### config.mk
export PLATFORM = sky130hd
export DESIGN_NAME = seg_scan_capture
export DESIGN_NICKNAME = d
export VERILOG_FILES = /design/src/rtl/seg_scan_capture.sv
export SDC_FILE = /design/constraint.sdc
export NUM_CORES = 1
export LEC_CHECK = 0
export ABC_AREA = 1
export BUFFER_PORTS_ARGS = -buffer_cell sky130_fd_sc_hd__buf_2
export CAP_MARGIN = 20
export CORE_MARGIN = 4
export CORE_UTILIZATION = 35
export CTS_CLUSTER_DIAMETER = 40
export DETAILED_ROUTE_END_ITERATION = 7
export SYNTH_ARGS = -nofsm -noshare
export SYNTH_HDL_FRONTEND = slang
export SYNTH_SLANG_ARGS = --single-unit
### constraint.sdc
create_clock -name clk -period 2.15 [get_ports clk]
set_input_delay 0.215 -clock clk [delete_from_list [all_inputs] [get_ports clk]]
set_output_delay 0.215 -clock clk [all_outputs]
set_load 0.03 [all_outputs]
### src/rtl/seg_scan_capture.sv
// seg_scan_capture: passive receiver for a multiplexed 6-digit seven-segment bus.
// Waits for each scanned digit to settle, then decodes its segment pattern back to a
// hex nibble. Assembles complete frames and publishes the 24-bit value once
// STABLE_FRAMES identical, error-free frames have been seen in a row.
//
// Ports:
//   clk          system clock
//   rst          synchronous reset, active-high
//   seg_nCS      digit select, active-low one-hot; bit i selects digit i (digit 0 = LS nibble)
//   seg_leds     segments [6:0] = g,f,e,d,c,b,a ; [7] = dp
//   number       last published value {d5..d0}
//   dp           decimal-point state per digit from the published frame
//   blank_mask   digits that were dark (segments 0) in the published frame
//   number_valid one-cycle pulse when number/dp/blank_mask are loaded
//   frame_err    one-cycle pulse when a completed frame held an undecodable pattern
module seg_scan_capture #(
  parameter int unsigned SETTLE         = 16,
  parameter int unsigned STABLE_FRAMES  = 2,
  parameter bit          SEG_ACTIVE_LOW = 1'b0
) (
  input  logic        clk,
  input  logic        rst,
  input  logic [5:0]  seg_nCS,
  input  logic [7:0]  seg_leds,
  output logic [23:0] number,
  output logic [5:0]  dp,
  output logic [5:0]  blank_mask,
  output logic        number_valid,
  output logic        frame_err
);

  localparam int unsigned CntW   = (SETTLE > 1) ? $clog2(SETTLE + 1) : 1;
  localparam int unsigned MatchW = (STABLE_FRAMES > 1) ? $clog2(STABLE_FRAMES + 1) : 1;

  typedef enum logic [1:0] {StWaitSel, StSettle, StHold} state_e;

  // Two-stage input registers; stage 3 is the previous registered copy for change detect.
  logic [5:0]  ncs_s1_q, ncs_s2_q, ncs_s3_q;
  logic [7:0]  leds_s1_q, leds_s2_q, leds_s3_q;

  state_e      state_q, state_d;
  logic [CntW-1:0] cnt_q, cnt_d;

  logic [5:0]  seen_q, seen_d;
  logic [5:0]  bad_q, bad_d;
  logic [23:0] shadow_num_q, shadow_num_d;
  logic [5:0]  shadow_dp_q, shadow_dp_d;
  logic [5:0]  shadow_blank_q, shadow_blank_d;

  logic [23:0] prev_num_q, prev_num_d;
  logic [5:0]  prev_dp_q, prev_dp_d;
  logic [5:0]  prev_blank_q, prev_blank_d;
  logic [MatchW-1:0] match_q, match_d;
  logic        pub_valid_q, pub_valid_d;

  logic [23:0] number_q, number_d;
  logic [5:0]  dp_q, dp_d;
  logic [5:0]  blank_q, blank_d;
  logic        number_valid_q, number_valid_d;
  logic        frame_err_q, frame_err_d;

  // Returns {valid, nibble}; blank (0x00) is handled by the caller.
  function automatic logic [4:0] seg_decode(input logic [6:0] s);
    logic [4:0] r;
    r = 5'h00;
    case (s)
      7'h3F: r = {1'b1, 4'h0};
      7'h06: r = {1'b1, 4'h1};
      7'h5B: r = {1'b1, 4'h2};
      7'h4F: r = {1'b1, 4'h3};
      7'h66: r = {1'b1, 4'h4};
      7'h6D: r = {1'b1, 4'h5};
      7'h7D: r = {1'b1, 4'h6};
      7'h07: r = {1'b1, 4'h7};
      7'h7F: r = {1'b1, 4'h8};
      7'h6F: r = {1'b1, 4'h9};
      7'h77: r = {1'b1, 4'hA};
      7'h7C: r = {1'b1, 4'hB};
      7'h39: r = {1'b1, 4'hC};
      7'h5E: r = {1'b1, 4'hD};
      7'h79: r = {1'b1, 4'hE};
      7'h71: r = {1'b1, 4'hF};
      default: r = 5'h00;
    endcase
    return r;
  endfunction

  logic [5:0] sel;
  logic       sel_ok;
  logic [2:0] slot;
  logic       changed;
  logic       capture;
  logic [7:0] pat;
  logic [4:0] dec;
  logic       is_blank;

  assign sel      = ~ncs_s2_q;
  assign sel_ok   = (sel != 6'd0) && ((sel & (sel - 6'd1)) == 6'd0);
  assign changed  = (ncs_s2_q != ncs_s3_q) || (leds_s2_q != leds_s3_q);
  assign pat      = SEG_ACTIVE_LOW ? ~leds_s2_q : leds_s2_q;
  assign dec      = seg_decode(pat[6:0]);
  assign is_blank = (pat[6:0] == 7'h00);

  always_comb begin
    slot = 3'd0;
    for (int i = 0; i < 6; i++) begin
      if (sel[i]) slot = 3'(i);
    end
  end

  // Scan FSM: one capture per select dwell, after SETTLE unchanged cycles.
  always_comb begin
    state_d = state_q;
    cnt_d   = cnt_q;
    capture = 1'b0;
    case (state_q)
      StWaitSel: begin
        cnt_d = '0;
        if (sel_ok) state_d = StSettle;
      end
      StSettle: begin
        if (!sel_ok) begin
          state_d = StWaitSel;
          cnt_d   = '0;
        end else if (changed) begin
          cnt_d = '0;
        end else if (cnt_q == CntW'(SETTLE - 1)) begin
          capture = 1'b1;
          cnt_d   = '0;
          state_d = StHold;
        end else begin
          cnt_d = cnt_q + CntW'(1);
        end
      end
      StHold: begin
        if (ncs_s2_q != ncs_s3_q) state_d = StWaitSel;
      end
      default: state_d = StWaitSel;
    endcase
  end

  // Capture into the shadow frame and evaluate completed frames.
  logic              frame_done;
  logic              same_prev;
  logic              same_pub;
  logic [MatchW-1:0] match_new;

  always_comb begin
    seen_d         = seen_q;
    bad_d          = bad_q;
    shadow_num_d   = shadow_num_q;
    shadow_dp_d    = shadow_dp_q;
    shadow_blank_d = shadow_blank_q;
    prev_num_d     = prev_num_q;
    prev_dp_d      = prev_dp_q;
    prev_blank_d   = prev_blank_q;
    match_d        = match_q;
    pub_valid_d    = pub_valid_q;
    number_d       = number_q;
    dp_d           = dp_q;
    blank_d        = blank_q;
    number_valid_d = 1'b0;
    frame_err_d    = 1'b0;
    match_new      = match_q;

    frame_done = (seen_q == 6'h3F);
    same_prev  = ({shadow_num_q, shadow_dp_q, shadow_blank_q} ==
                  {prev_num_q, prev_dp_q, prev_blank_q});
    same_pub   = ({shadow_num_q, shadow_dp_q, shadow_blank_q} ==
                  {number_q, dp_q, blank_q});

    if (capture) begin
      seen_d[slot]                    = 1'b1;
      bad_d[slot]                     = !(is_blank || dec[4]);
      shadow_num_d[{slot, 2'b00} +: 4] = is_blank ? 4'h0 : dec[3:0];
      shadow_dp_d[slot]               = pat[7];
      shadow_blank_d[slot]            = is_blank;
    end

    if (frame_done) begin
      seen_d = '0;
      bad_d  = '0;
      if (|bad_q) begin
        frame_err_d = 1'b1;
        match_d     = '0;
      end else begin
        if (same_prev) begin
          match_new = (match_q >= MatchW'(STABLE_FRAMES)) ? match_q : match_q + MatchW'(1);
        end else begin
          match_new    = MatchW'(1);
          prev_num_d   = shadow_num_q;
          prev_dp_d    = shadow_dp_q;
          prev_blank_d = shadow_blank_q;
        end
        match_d = match_new;
        if ((match_new == MatchW'(STABLE_FRAMES)) && (!pub_valid_q || !same_pub)) begin
          number_d       = shadow_num_q;
          dp_d           = shadow_dp_q;
          blank_d        = shadow_blank_q;
          number_valid_d = 1'b1;
          pub_valid_d    = 1'b1;
        end
      end
    end
  end

  always_ff @(posedge clk) begin
    if (rst) begin
      ncs_s1_q       <= '1;
      ncs_s2_q       <= '1;
      ncs_s3_q       <= '1;
      leds_s1_q      <= '0;
      leds_s2_q      <= '0;
      leds_s3_q      <= '0;
      state_q        <= StWaitSel;
      cnt_q          <= '0;
      seen_q         <= '0;
      bad_q          <= '0;
      shadow_num_q   <= '0;
      shadow_dp_q    <= '0;
      shadow_blank_q <= '0;
      prev_num_q     <= '0;
      prev_dp_q      <= '0;
      prev_blank_q   <= '0;
      match_q        <= '0;
      pub_valid_q    <= 1'b0;
      number_q       <= '0;
      dp_q           <= '0;
      blank_q        <= '0;
      number_valid_q <= 1'b0;
      frame_err_q    <= 1'b0;
    end else begin
      ncs_s1_q       <= seg_nCS;
      ncs_s2_q       <= ncs_s1_q;
      ncs_s3_q       <= ncs_s2_q;
      leds_s1_q      <= seg_leds;
      leds_s2_q      <= leds_s1_q;
      leds_s3_q      <= leds_s2_q;
      state_q        <= state_d;
      cnt_q          <= cnt_d;
      seen_q         <= seen_d;
      bad_q          <= bad_d;
      shadow_num_q   <= shadow_num_d;
      shadow_dp_q    <= shadow_dp_d;
      shadow_blank_q <= shadow_blank_d;
      prev_num_q     <= prev_num_d;
      prev_dp_q      <= prev_dp_d;
      prev_blank_q   <= prev_blank_d;
      match_q        <= match_d;
      pub_valid_q    <= pub_valid_d;
      number_q       <= number_d;
      dp_q           <= dp_d;
      blank_q        <= blank_d;
      number_valid_q <= number_valid_d;
      frame_err_q    <= frame_err_d;
    end
  end

  assign number       = number_q;
  assign dp           = dp_q;
  assign blank_mask   = blank_q;
  assign number_valid = number_valid_q;
  assign frame_err    = frame_err_q;

endmodule

== After elaboration in Yosys (flattened, before gate mapping) ==
Cells that the tools add are included.

* Bits in registers: 174
* Bits of input ports: 16
* Output and inout port bits: 38
* Logic and storage cells: 122

* Add/subtract/negate cells: 4
* $lt $le $gt $ge: 3
* Eq/ne operators: 29
* Shifts and indexed selects: 2
* Mux-type cells: 34
* Bitwise operators: 6
* Reductions and logical operators: 21

{| class="wikitable"
|+ Operator list
! operator !! count
|-
| 7-bit == test, second input constant || 12
|-
| 5-bit one-hot mux with 16 select lines || 1
|-
| 36-bit == test || 2
|-
| 24-bit bitwise mux || 1
|-
| 4-bit by 7-bit variable shift with 24-bit output, first input constant || 1
|-
| 4-bit by 7-bit indexed part select with 24-bit output || 1
|-
| 2-bit 2-to-1 mux || 10
|-
| 6-bit bitwise mux || 3
|-
| 5-bit 2-to-1 mux || 3
|-
| 7-bit by 3-bit == test with 1-bit output, second input constant || 2
|-
| 7-bit by 6-bit == test with 1-bit output, second input constant || 2
|-
| 3-bit 2-to-1 mux || 4
|-
| 5-bit one-hot mux with 2 select lines || 1
|-
| 1-bit 2-to-1 mux || 8
|-
| 8-bit != test || 1
|-
| 8-bit OR reduction || 1
|-
| 7-bit logical NOT || 1
|-
| 5-bit negation with 7-bit output || 1
|-
| 6-bit bitwise AND || 1
|-
| 6-bit == test, second input constant || 1
|-
| 6-bit logical NOT || 1
|-
| 3-bit != test, second input constant || 2
|-
| 6-bit != test || 1
|-
| 6-bit NOT || 1
|-
| other kinds (25) || 37
|}

== Depth between registers and ports, before layout ==
* Depth in word-level cells: 11
* Mapped depth: 15
* Gate-level depth less buffers: 14

== Least setup slack after synthesis ==
Ideal clock, no wire load.

* Kind: register to register
* Start point: reg ncs_s2_q[4]
* End point: reg shadow_num_q[12]
* Setup time: 70 ps
* Arrival time: 2000 ps
* Required time: 2080 ps
* Path slack: 80 ps
* Stages on the path, launching flop included: 12
* Buffers on the path: 0
* Period minus slack after synthesis: 2070 ps
* Cells stage by stage: dfxtp_1 -> nand2_2 -> nor2_1 -> inv_1 -> ha_1 -> ha_1 -> inv_1 -> nor2_1 -> inv_1 -> nor2_1 -> nand3_1 -> a21oi_1

* Longest elaborated chain between the ends: 7
* Elaborated cells on any way between the ends: 17
* Classes of those cells: add/sub: 2; eq/ne: 1; shift: 2; mux: 6; bitwise: 2; reduce/logical: 4

{| class="wikitable"
|+ Ends and longest elaborated chain
! element !! RTL line !! RTL
|-
| start: declaration || 38 || <nowiki>logic [5:0] ncs_s1_q, ncs_s2_q, ncs_s3_q;</nowiki>
|-
| start signal: assignment || 234 || <nowiki>ncs_s2_q <= ncs_s1_q;</nowiki>
|-
| 6-bit NOT || 97 || <nowiki>assign sel = ~ncs_s2_q;</nowiki>
|-
| 6-bit by 1-bit subtractor with 6-bit output || 98 || <nowiki>assign sel_ok = (sel != 6'd0) && ((sel & (sel - 6'd1)) == 6'd0);</nowiki>
|-
| 6-bit bitwise AND || 98 ||
|-
| 6-bit logical NOT || 98 ||
|-
| 1-bit logical AND || 98 ||
|-
| 1-bit 2-to-1 mux || 122 || <nowiki>if (!sel_ok) begin</nowiki>
|-
| 1-bit 2-to-1 mux || 116 || <nowiki>case (state_q)</nowiki>
|-
| end signal: assignment || 243 || <nowiki>shadow_num_q <= shadow_num_d;</nowiki>
|-
| end: declaration || 46 || <nowiki>logic [23:0] shadow_num_q, shadow_num_d;</nowiki>
|}

Parallel ways exist; a longest one is shown, timed or not.
A chain may end at the register's enable or synchronous reset.

== Worst setup path after layout ==
* Start point: reg ncs_s2_q[5]
* End point: reg shadow_num_q[0]

Same word-level chain as after synthesis.

==> results.json <==
{
  "die_w_um": 164,
  "hold_class": "primary input to register",
  "grt_remaining_overflow": 0,
  "cts_tree": "yes",
  "worstPathMaxFanout": 4,
  "final_cell_mix": "322 x nand2_1, 246 x nor2_1, 166 x inv_1",
  "hold_viol_final": 0,
  "ant_nets": 0,
  "drcViolationCount": 0,
  "finalPower_mw": 6.93,
  "path_clk_slew_ps": 70,
  "setup_violations": 0,
  "final_common_cell": "nand2_1",
  "synthCells": 1295,
  "ir_drop_mv": 0.461,
  "power.density_nw_per_um2": 646,
  "cts_sinks": 174,
  "layoutNonFillerInstCount": 1780,
  "dieArea_um2": 26700,
  "drt_iter0_markers": 569,
  "synth_cell_type_count": 32,
  "crit_type": "register to register",
  "ys_ff_latch": 174,
  "synth_area_um2": 8460,
  "drt-total-wl_um": 23900,
  "syn-num-nets": 1315,
  "fmax_ghz": 0.487,
  "core_area_um2": 23600,
  "vias": 8137,
  "grt_busiest_layer": "met2",
  "fp-row-count": 56,
  "track_usage_pct": 18.3,
  "status": "finished clean",
  "end_kind": "register",
  "grt_pass1_vias": 7724,
  "syn_avg_cell_area_um2": 6.54,
  "die_h_um": 164,
  "timing.slew.headroom_pct": 57.0,
  "grt_max_degree": 61,
  "finalWorstSetupSlack_ps": 97.8,
  "drive_gt1_share_pct": 18.8,
  "ios": 54,
  "slew_violations": 0,
  "crit_arrival_ps": 2380,
  "maxCapViolCount": 0,
  "numCtsBuffers": 17,
  "grtUsageMet3_pct": 2.93,
  "use_met2_pct": 29.8,
  "fin_skew_ps": 13.3,
  "diodes": 0,
  "tns_ps": 0,
  "worstMarginPinSlew_ps": 645,
  "clockBufferDepth": 2,
  "start_util_pct": 35.8,
  "fillers": 2431,
  "worstPathRequired_ps": 2480,
  "startpoint_type": "register",
  "dr.pass1.iters": 5,
  "via_per_inst": 4.57,
  "htreeDepth": 4,
  "fin_nets": 1468,
  "wire_per_inst_um": 13.4,
  "portBuffers": 53,
  "area.growth.synth_to_final_pct": 26.7,
  "ys_warn_count": 0,
  "use_met1_pct": 24.8,
  "post-place-ws_ps": -147,
  "place_hpwl_um": 17500,
  "period_share_pct": 95.5,
  "clock_latency_ps": 430,
  "antenna_found_initial": 0,
  "grt_pass1_wl_um": 39000,
  "leakagePower_nw": 5.07,
  "synth_seq_area_share_pct": 41.2,
  "layout_min_cycle_time_ps": 2050,
  "gp_congestion": 0.894,
  "dp.cells": 1723,
  "cts_root_buf": "clkbuf_16"
}
critical path: stages (launching register included):
cell and delay, ps:
dfxtp_1 380, inv_1 100, nor2_1 140, inv_1 90, nand2_2 80, ha_2 190, ha_4 210, nor3_1 190
nand2_1 110, nor2_2 200, nor2_1 60, nor2_1 200
cell families (layout without fill, tap and decap cells):
kind of cell	after synthesis	in the layout	share of synthesized area, %
compound gates	128	128	7.70
xor+xnor	41	41	4.24
fa+ha+maj	4	4	0.591
buf+inv	213	378	10.3
flops	174	174	41.2
simple gates	735	736	36.0
state kept, by name, indices dropped and copies added, names as in the netlist, 8 cells and up:
signal        flops
leds_s2_q         8
shadow_num_q     24
prev_num_q       24
leds_s3_q         8
number           24
leds_s1_q         8
path summary, 6_finish.rpt:
check | to | startpoint | slack, ps | cells after the start
max | shadow_num_q[0]$_SDFFE_PP0P_ | ncs_s2_q[5]$_SDFF_PP1_ | 100 | 11
min | leds_s3_q[7]$_SDFF_PP0_ | rst | 120 | 2
max reg2reg | shadow_num_q[0]$_SDFFE_PP0P_ | ncs_s2_q[5]$_SDFF_PP1_ | 100 | 11
min reg2reg | leds_s2_q[1]$_SDFF_PP0_ | leds_s1_q[1]$_SDFF_PP0_ | 400 | 2
cells in the mapped netlist:
cell | count | area share (%)
xor2_1 | 25 | 2.6
nand3b_1 | 5 | 0.44
nand2_1 | 326 | 14
nor2_4 | 3 | 0.40
buf_2 | 6 | 0.35
nand3_1 | 86 | 5.1
a211oi_1 | 1 | 0.089
inv_2 | 4 | 0.18
nand4_1 | 13 | 0.96
nand2_4 | 1 | 0.13
clkbuf_1 | 17 | 0.75
o21ai_0 | 61 | 3.6
nor2_1 | 256 | 11
buf_1 | 4 | 0.18
nand2_2 | 1 | 0.074
o22ai_1 | 1 | 0.074
buf_6 | 6 | 0.80
inv_1 | 172 | 7.6
o21a_1 | 2 | 0.18
ha_1 | 4 | 0.59
nor3_1 | 15 | 0.89
nor2_2 | 9 | 0.67
o21ai_1 | 3 | 0.18
nor4_1 | 1 | 0.074
xnor2_1 | 16 | 1.7
dfxtp_1 | 174 | 41
or2_2 | 18 | 1.3
buf_4 | 3 | 0.27
clkbuf_8 | 1 | 0.16
o31ai_1 | 1 | 0.089
a21oi_1 | 59 | 3.5
nand3_2 | 1 | 0.12
where the power goes:
part	switching, mW	leakage (nW)	internal (mW)
Sequential	0.0203	1.41	3.25
Clock	1.42	0.294	1.86
Combinational	0.228	3.36	0.145
Total	1.67	5.07	5.26
layer usage:
layer  share of wire (%)  up-vias
met5                   0        -
met4                 2.4        0
met3                 4.0       33
met2                  45      171
met1                  48     3639
li1                    -     4294
final cells by class:
class	count	area, um2	share of cell area [%]
Clock buffer	18	429	4.00
Clock inverter	14	183	1.70
Inverter	176	664	6.19
Multi-Input combinational cell	909	4270	39.8
Sequential cell	174	3500	32.7
Tap cell	319	399	3.72
Timing Repair Buffer	170	1280	12.0
metrics by stage:
stage	utilization, %	hold WS, ps	area [um2]
finish	45.4	120	10700
global route	45.4	117	10700
CTS	44.6	109	10500
detailed placement	41.0	392	9690
global placement	41.0	390	9690
floorplan	-	319	8460
timing repair:
item                       4_1_cts  5_1_grt
hold endpoints to repair        14        0
hold buffers                    14        0
setup endpoints to repair       53       98
resized for setup                7       50
gates cloned                     1        0
setup buffers                    5        5
pin swaps                        2       12
Note: power is estimated with default switching activity, not from simulation.
